File: src/rtl/serial_adder_ctrl.sv
// Bit-serial add/subtract sequencer driving one external full-adder cell.
// Operands are processed LSB first; result, carry-out and overflow are registered.
module serial_adder_ctrl #(
   parameter int unsigned WIDTH = 8
) (
   input  logic             clk,
   input  logic             reset_n,
   input  logic             start,
   input  logic             sub,
   input  logic [WIDTH-1:0] a,
   input  logic [WIDTH-1:0] b,
   output logic             busy,
   output logic             done,
   output logic [WIDTH-1:0] result,
   output logic             cout,
   output logic             overflow,
   output logic             fa_a,
   output logic             fa_b,
   output logic             fa_cin,
   input  logic             fa_sum,
   input  logic             fa_cout
);

   localparam int unsigned CW = $clog2(WIDTH + 1);

   typedef enum logic [1:0] {st_idle, st_add, st_done} state_t;

   state_t           state_q, state_d;
   logic [WIDTH-1:0] a_sh_q, a_sh_d;
   logic [WIDTH-1:0] b_sh_q, b_sh_d;
   logic [WIDTH-1:0] res_sh_q, res_sh_d;
   logic [WIDTH-1:0] result_q, result_d;
   logic [CW-1:0]    count_q, count_d;
   logic             sub_q, sub_d;
   logic             carry_q, carry_d;
   logic             cout_q, cout_d;
   logic             ovf_q, ovf_d;
   logic             in_add;

   // Adder cell inputs kept outside the next-state block so fa_sum/fa_cout feed back cleanly.
   assign in_add = (state_q == st_add);
   assign fa_a   = in_add & a_sh_q[0];
   assign fa_b   = in_add & (b_sh_q[0] ^ sub_q);
   assign fa_cin = in_add & carry_q;

   assign busy     = in_add;
   assign done     = (state_q == st_done);
   assign result   = result_q;
   assign cout     = cout_q;
   assign overflow = ovf_q;

   always_comb begin
      state_d  = state_q;
      a_sh_d   = a_sh_q;
      b_sh_d   = b_sh_q;
      res_sh_d = res_sh_q;
      result_d = result_q;
      count_d  = count_q;
      sub_d    = sub_q;
      carry_d  = carry_q;
      cout_d   = cout_q;
      ovf_d    = ovf_q;
      case (state_q)
         st_idle: begin
            if (start) begin
               a_sh_d  = a;
               b_sh_d  = b;
               sub_d   = sub;
               carry_d = sub;
               count_d = '0;
               state_d = st_add;
            end
         end
         st_add: begin
            res_sh_d = {fa_sum, res_sh_q[WIDTH-1:1]};
            a_sh_d   = a_sh_q >> 1;
            b_sh_d   = b_sh_q >> 1;
            carry_d  = fa_cout;
            count_d  = count_q + CW'(1);
            if (count_q == CW'(WIDTH - 1)) begin
               // MSB slice: carry into vs. out of the sign bit gives signed overflow.
               result_d = res_sh_d;
               cout_d   = fa_cout;
               ovf_d    = carry_q ^ fa_cout;
               state_d  = st_done;
            end
         end
         st_done: state_d = st_idle;
         default: state_d = st_idle;
      endcase
   end

   always_ff @(posedge clk or negedge reset_n) begin
      if (!reset_n) begin
         state_q  <= st_idle;
         a_sh_q   <= '0;
         b_sh_q   <= '0;
         res_sh_q <= '0;
         result_q <= '0;
         count_q  <= '0;
         sub_q    <= 1'b0;
         carry_q  <= 1'b0;
         cout_q   <= 1'b0;
         ovf_q    <= 1'b0;
      end else begin
         state_q  <= state_d;
         a_sh_q   <= a_sh_d;
         b_sh_q   <= b_sh_d;
         res_sh_q <= res_sh_d;
         result_q <= result_d;
         count_q  <= count_d;
         sub_q    <= sub_d;
         carry_q  <= carry_d;
         cout_q   <= cout_d;
         ovf_q    <= ovf_d;
      end
   end

endmodule

File: config.mk
export PLATFORM = sky130hd
export DESIGN_NAME = serial_adder_ctrl
export DESIGN_NICKNAME = d
export VERILOG_FILES = /design/src/rtl/serial_adder_ctrl.sv
export SDC_FILE = /design/constraint.sdc
export NUM_CORES = 1
export LEC_CHECK = 0
export ABC_AREA = 1
export CORE_UTILIZATION = 35
export DETAILED_ROUTE_END_ITERATION = 7
export PLACE_DENSITY = 0.64
export SLEW_MARGIN = 20
export SYNTH_ARGS = -nofsm -noshare
export SYNTH_HDL_FRONTEND = slang
export SYNTH_SLANG_ARGS = --single-unit
File: constraint.sdc
create_clock -name clk -period 3.5 [get_ports clk]
set_clock_uncertainty 0.1 [all_clocks]
set_input_delay 0.7 -clock clk [delete_from_list [all_inputs] [get_ports clk]]
set_output_delay 0.7 -clock clk [all_outputs]
set_load 0.05 [all_outputs]
==> results of run 1 <==
through the flow:
step,util [%],hold WS (ns),instance area (um^2),std cells,worst slack (ns)
finish,46.27,0.3720,2409,336,0.4474
floorplan,-,0.3044,1933,231,1.209
global route,46.27,0.3995,2409,336,0.3484
CTS,46.27,0.3756,2409,336,0.4343
detailed placement,44.04,0.3557,2292,328,0.7699
global placement,44.04,0.3538,2292,328,0.8136
worst register-to-register path, cell delays in order, from the launching register on:
cell     delay [ns]
dfrtp_1        0.67
nand2_8        0.24
inv_6          0.21
nand2_2        0.17
nand2_1        0.11
nand2_1        0.05
layout make-up:
cell class              instances  area share, %
clock inverters                 1          1.247
inverters                      15          2.545
clock buffers                   7          3.584
multi-input cells             166          31.64
well taps                      70          3.636
flip-flops and latches         41          42.60
repair buffers                 36          14.75
worst paths after layout:
| kind | from | endpoint | slack [ns] | cells after the start |
|---|---|---|---|---|
| worst min register to register | res_sh_q[1]$_DFFE_PN0P_ | result[0]$_DFFE_PN0P_ | 0.37 | 2 |
| worst min-delay path | res_sh_q[1]$_DFFE_PN0P_ | result[0]$_DFFE_PN0P_ | 0.37 | 2 |
| min in group asynchronous | reset_n | result[7]$_DFFE_PN0P_ | 0.43 | 1 |
| worst max register to register | state_q[0]$_DFFE_PN0P_ | result[3]$_DFFE_PN0P_ | 1.84 | 5 |
| max in group asynchronous | reset_n | carry_q$_DFFE_PN0P_ | 2.31 | 1 |
| worst max-delay path | state_q[0]$_DFFE_PN0P_ | busy | 0.45 | 3 |
power breakdown:
part           leakage (nW)  internal [W]  switching, W  total [W]
clock network        0.0585      0.000233      0.000162   0.000395
registers             0.506      0.000695      0.000156   0.000851
logic                 0.630      0.000383      0.000733    0.00112
flip-flops by register name (all words and copies together), names as in the netlist:
| name | flops |
|---|---|
| a_sh_q | 8 |
| b_sh_q | 8 |
| result | 8 |
| res_sh_q | 7 |
| count_q | 4 |
| state_q | 2 |
| carry_q | 1 |
| cout | 1 |
| overflow | 1 |
| sub_q | 1 |
layer usage:
metal / global-route usage, % / vias up
li1: - / 792
met1: 18.56 / 708
met2: 22.16 / 29
met3: 4.311 / 7
met4: 4.038 / 0
met5: 0 / -
cells by family after synthesis:
group / synth area share (%)
and+or+nand+nor: 34.43
AOI/OAI and AO/OA: 2.977
DFF: 53.07
xor gates and xnor gates: 1.359
buffers and inverters: 7.508
adders and majority gates: 0.6471
cell usage in the layout (no fill, tap or decap), types with 2 or more instances in the layout:
cell,synthesis,routed
inv_1,13,13
dfrtp_1,41,41
o21ai_0,5,5
nand2_1,95,95
xnor2_1,2,2
nor2_1,19,19
clkdlybuf4s50_1,0,35
nand3b_1,6,6
clkbuf_8,0,6
o21ai_1,3,3
nand2_2,2,2
nand3_1,25,25
==> impl_results.md, run 1 <==
* Status: complete, no violations
* Die height at 76.32 um
* Final nets at 288
* Largest stage delay, worst path at 0.83 ns
* Worst-path fanout max at 36
* Post-Route WL at 3.710 mm
* DRC at 0
* Sequential-to-total area share from yosys stat at 53.07%
* First-pass DRT Iterations at 4
* Initial Util at 37.14%
* Async set-or-reset flop fraction in the synthesized netlist at 100.0%
* Later-pin clock latency in the skew report at 0.30 ns
* Pwr Total at 0.002361 W
* # hold bufs at CTS at 0
* Crit. End Element: output pin
* Vias at 1536
* Minimum clock period at 3.053 ns
* CTS tree: built
* Initial antenna violation count at 0
* ANT nets after route at 0
* Fillers at 512
* Final period util at 87.22%
* Min-Delay Path Class: flop to flop
* Max-slew headroom at 39.79%
* Synthesized instance count at 231
* GRT Residual Overflow at 0
* RSZ-0062 raised after global routing: no
* ANT cells at 0
* CORE AREA at 5205 um^2
* Cts bufs inserted at 5
* Total leakage power at 1.194 nW
* Layout area overhead at 24.60%
* # H-tree levels at 2
* Multi-input logic area at 762.0 um^2
* Worst-margin pin slew at 0.9032 ns
* Endpoints failing setup at 0
* Crit-path leading delay family: buffers and inverters
* Worst vdd ir at 0.3641 mV
* Yosys top cell by area: dfrtp_1
* Die footprint at 5824 um^2
* Syn nets at 254
* Met1 WL at 1.828 mm
* Clk sinks at 41
* Post-synth cell types at 24
* Wirelength per Cell at 11.04 um
* Largest cells by area after synthesis: dfrtp_1 53%, nand2_1 18%, nand3_1 6.5%
* Buffer and inverter count on the worst path at 2
* First-pass GRT wire length at 6.472 mm
* Avg Cell Area, Syn at 8.368 um^2
* WP data required at 2.70 ns
* Fraction of layout cells with a size suffix above 1 at 6.767%
* Global placement routability congestion at 0.8148
* Clock transition at the registers of the reported paths at 0.08 ns
* DR iter-0 viols at 104
* Slowest-stage cell, CP: clkdlybuf4s50_1
* Cells along the critical path: nand2_8, inv_6, clkdlybuf4s50_1
* Post-synth top cells: 95 x nand2_1, 41 x dfrtp_1, 25 x nand3_1
* Vias per cell at 4.571
* Number of max-cap violations at 0
* Ys Warns at 0
* Worst EP arrival at 2.25 ns
* Crit Path Category: flop to output pin
* Vias in the first global route at 1448
* DP HPWL at 2.530 mm
* Share of the synthesized area in the top cell type at 53.07%
* Post-CTS setup buffers at 0
* Pwr/cell area at 980.4 nW/um^2
* Mapped Area at 1933 um^2
* EDFF count, synth at 0
* Root Driver: clkbuf_8
* Die width at 76.32 um
* Final hold vios at 0
* Setup TNS at 0 ns
* Synthesized flop and latch total at 41
* Post_cts resized at 0
* Register area at 1026 um^2
* Met3 WL at 139 um
* Top sig layer: met4
* Largest net degree at the start of global routing at 42
* GRT Total Usage at 14.06%
* Pins over their slew limit at 0
* Io pins at 37
* Post-synth top flop: dfrtp_1
* Row cnt at 26
* Highest clock rate at 0.3276 GHz
* Most frequent cell after synthesis: nand2_1
* Port Buffers at 36
* Startpoint Class: flop
* Met2 wire length at 1.693 mm
* Max Root-Sink Buffers at 2
(Power assumes the default switching activity.)
==> run 2: changes to the inputs <==
--- a/config.mk
+++ b/config.mk
@@ -6,5 +6,4 @@
 export NUM_CORES = 1
 export LEC_CHECK = 0
-export ABC_AREA = 1
 export CORE_UTILIZATION = 35
 export DETAILED_ROUTE_END_ITERATION = 7
==> constraint.sdc (replaced) <==
create_clock -name clk -period 2.94 [get_ports clk]
set_clock_uncertainty 0.1 [all_clocks]
set_input_delay 0.588 -clock clk [delete_from_list [all_inputs] [get_ports clk]]
set_output_delay 0.588 -clock clk [all_outputs]
set_load 0.1 [all_outputs]
==> impl_results.md, run 2 <==
* Status: complete, no violations
* Endpoints failing setup at 0 (unchanged)
* Startpoint Class: flop
* Largest net degree at the start of global routing at 42 (unchanged)
* Row cnt at 26 (unchanged)
* # H-tree levels at 2 (unchanged)
* GRT Total Usage at 15.57% (+1.5 points)
* First-pass DRT Iterations at 4 (unchanged)
* Crit. End Element: output pin
* Cts bufs inserted at 5 (unchanged)
* Final period util at 81.31%
* Final nets at 239 (-17%)
* CORE AREA at 5172 um^2 (-0.62%)
* Synthesized flop and latch total at 41 (unchanged)
* Fillers at 488 (-4.7%)
* Async set-or-reset flop fraction in the synthesized netlist at 100.0% (unchanged)
* GRT Residual Overflow at 0 (unchanged)
* Vias in the first global route at 1440 (-0.55%)
* Worst-margin pin slew at 0.9283 ns (+0.02515 ns)
* Initial Util at 37.01% (-0.13 points)
* Min-Delay Path Class: input port to async pin
* Avg Cell Area, Syn at 10.75 um^2 (+29%)
* Layout area overhead at 28.95%
* Pins over their slew limit at 0 (unchanged)
* DRC at 0 (unchanged)
* Root Driver: clkbuf_8
* Post-synth top flop: dfrtp_1
* Synthesized instance count at 178 (-23%)
* Initial antenna violation count at 0 (unchanged)
* Minimum clock period at 2.390 ns
* Later-pin clock latency in the skew report at 0.29 ns (about the same)
* EDFF count, synth at 0 (unchanged)
* Most frequent cell after synthesis: dfrtp_1
* Highest clock rate at 0.4183 GHz
* CTS tree: built
* Sequential-to-total area share from yosys stat at 53.59% (+0.52 points)
* Post-CTS setup buffers at 0 (unchanged)
* DP HPWL at 2.625 mm (+3.8%)
* Fraction of layout cells with a size suffix above 1 at 20.28% (+14 points)
* Post-synth cell types at 28 (+17%)
* Clk sinks at 41 (unchanged)
* # hold bufs at CTS at 0 (unchanged)
* RSZ-0062 raised after global routing: no
* Global placement routability congestion at 0.7288 (-11%)
* Max Root-Sink Buffers at 2 (unchanged)
* Largest cells by area after synthesis: dfrtp_1 54%, mux2_4 7.8%, a22oi_1 5.9%
* Syn nets at 201 (-21%)
* Post_cts resized at 0 (unchanged)
* ANT cells at 0 (unchanged)
* Worst-path fanout max at 15 (-58%)
* Ys Warns at 0 (unchanged)
* Post-Route WL at 3.994 mm (+7.7%)
* Share of the synthesized area in the top cell type at 53.59% (+0.52 points)
* Die width at 75.96 um (-0.47%)
* Setup TNS at 0 ns (unchanged)
* Clock transition at the registers of the reported paths at 0.08 ns (about the same)
* Most frequent cells in the layout: 41 x dfrtp_1, 26 x nand2_1, 20 x clkdlybuf4s50_1
* Die footprint at 5769 um^2 (-0.94%)
* Wirelength per Cell at 13.92 um (+26%)
* Vias at 1444 (-6.0%)
* DR iter-0 viols at 103 (-0.96%)
* Worst EP arrival at 1.70 ns (-0.55 ns)
* Die height at 75.96 um (-0.47%)
* R2r worst-path depth at 3 (-2)
* Yosys top cell by area: dfrtp_1
* Final hold vios at 0 (unchanged)
* WP data required at 2.25 ns (-0.45 ns)
* Vias per cell at 5.031 (+10%)
* Mapped Area at 1914 um^2 (-0.97%)
* First-pass GRT wire length at 7.120 mm (+10%)
* Port Buffers at 36 (unchanged)
* Crit Path Category: flop to output pin
* Io pins at 37 (unchanged)
* Max-slew headroom at 38.11% (-1.7 points)
* ANT nets after route at 0 (unchanged)
* Number of max-cap violations at 0 (unchanged)
* Commonest non-fill, non-tap cell in the layout: dfrtp_1
* Post-synth top cells: 41 x dfrtp_1, 26 x nand2_1, 18 x a21oi_1
[run 2: changes by cell type in the layout (fill, tap and decap cells not counted), moves of 5 or more]
cell,previous run,this run
nand2_1,95,26
nand3_1,25,2
a21oi_1,0,18
buf_4,0,17
nor2_1,19,2
a22oi_1,0,15
clkdlybuf4s50_1,35,20
nor2b_1,0,15
inv_1,13,0
mux2_4,0,10
o21ai_0,5,15
nand3b_1,6,0
and2b_1,0,5
[run 2: final cells by class]
type                    instances  area (um^2)  area share [%]
multi-input cells             125        818.3           33.15
clock inverters                 2        37.54           1.521
clock buffers                   6        82.58           3.345
repair buffers                 42        412.9           16.73
well taps                      70        87.58           3.548
flip-flops and latches         41         1026           41.56
inverters                       1        3.754          0.1521
[run 2: worst max-delay path: stages (launching register included)]
cell	delay [ns]
dfrtp_1	0.38
nand2b_2	0.30
inv_2	0.30
and2_1	0.24
buf_12	0.19
[run 2: through the flow]
step / std cells / hold WS [ns] / utilization, % / setup WS [ns] / instance area, um^2
final: 287 / 0.3263 / 47.73 / 0.5496 / 2469
after global routing: 287 / 0.3975 / 47.73 / 0.4424 / 2469
after CTS: 287 / 0.3613 / 47.73 / 0.5237 / 2469
after detailed placement: 279 / 0.3652 / 45.40 / 0.8363 / 2349
after global placement: 279 / 0.3630 / 45.40 / 0.8492 / 2349
after floorplan: 178 / 0.1924 / - / 0.06437 / 1914
[run 2: cell families after synthesis]
| kind of cell | share of synthesized area [%] |
|---|---|
| AND/OR/NAND/NOR | 15.16 |
| buffers and inverters | 3.660 |
| AO/OA/AOI/OAI | 17.06 |
| flip-flops | 53.59 |
| XOR/XNOR | 0.9152 |
| adder cells (fa/ha/maj) | 0.6535 |
| multiplexers | 8.954 |
[run 2: worst paths after layout]
check	slack [ns]	start	end
worst max-delay path	0.55	state_q[1]$_DFFE_PN0P_	fa_a
worst min-delay path	0.33	reset_n	result[1]$_DFFE_PN0P_
worst max register to register	0.99	state_q[1]$_DFFE_PN0P_	result[0]$_DFFE_PN0P_
worst min register to register	0.39	res_sh_q[1]$_DFFE_PN0P_	res_sh_q[1]$_DFFE_PN0P_
max in group asynchronous	1.83	reset_n	b_sh_q[0]$_DFFE_PN0P_
min in group clk	0.39	res_sh_q[1]$_DFFE_PN0P_	res_sh_q[1]$_DFFE_PN0P_
[run 2: per-layer routing]
metal	up-vias	GRT usage, %	share of wire (%)
li1	694	-	-
met1	710	20.52	48
met2	33	24.91	47
met3	7	4.096	4.3
met4	0	5.000	1.1
met5	-	0	0
Power of run 2 is not shown: default switching activity piles up to over one toggle a cycle in this logic, so the estimate is an artifact.
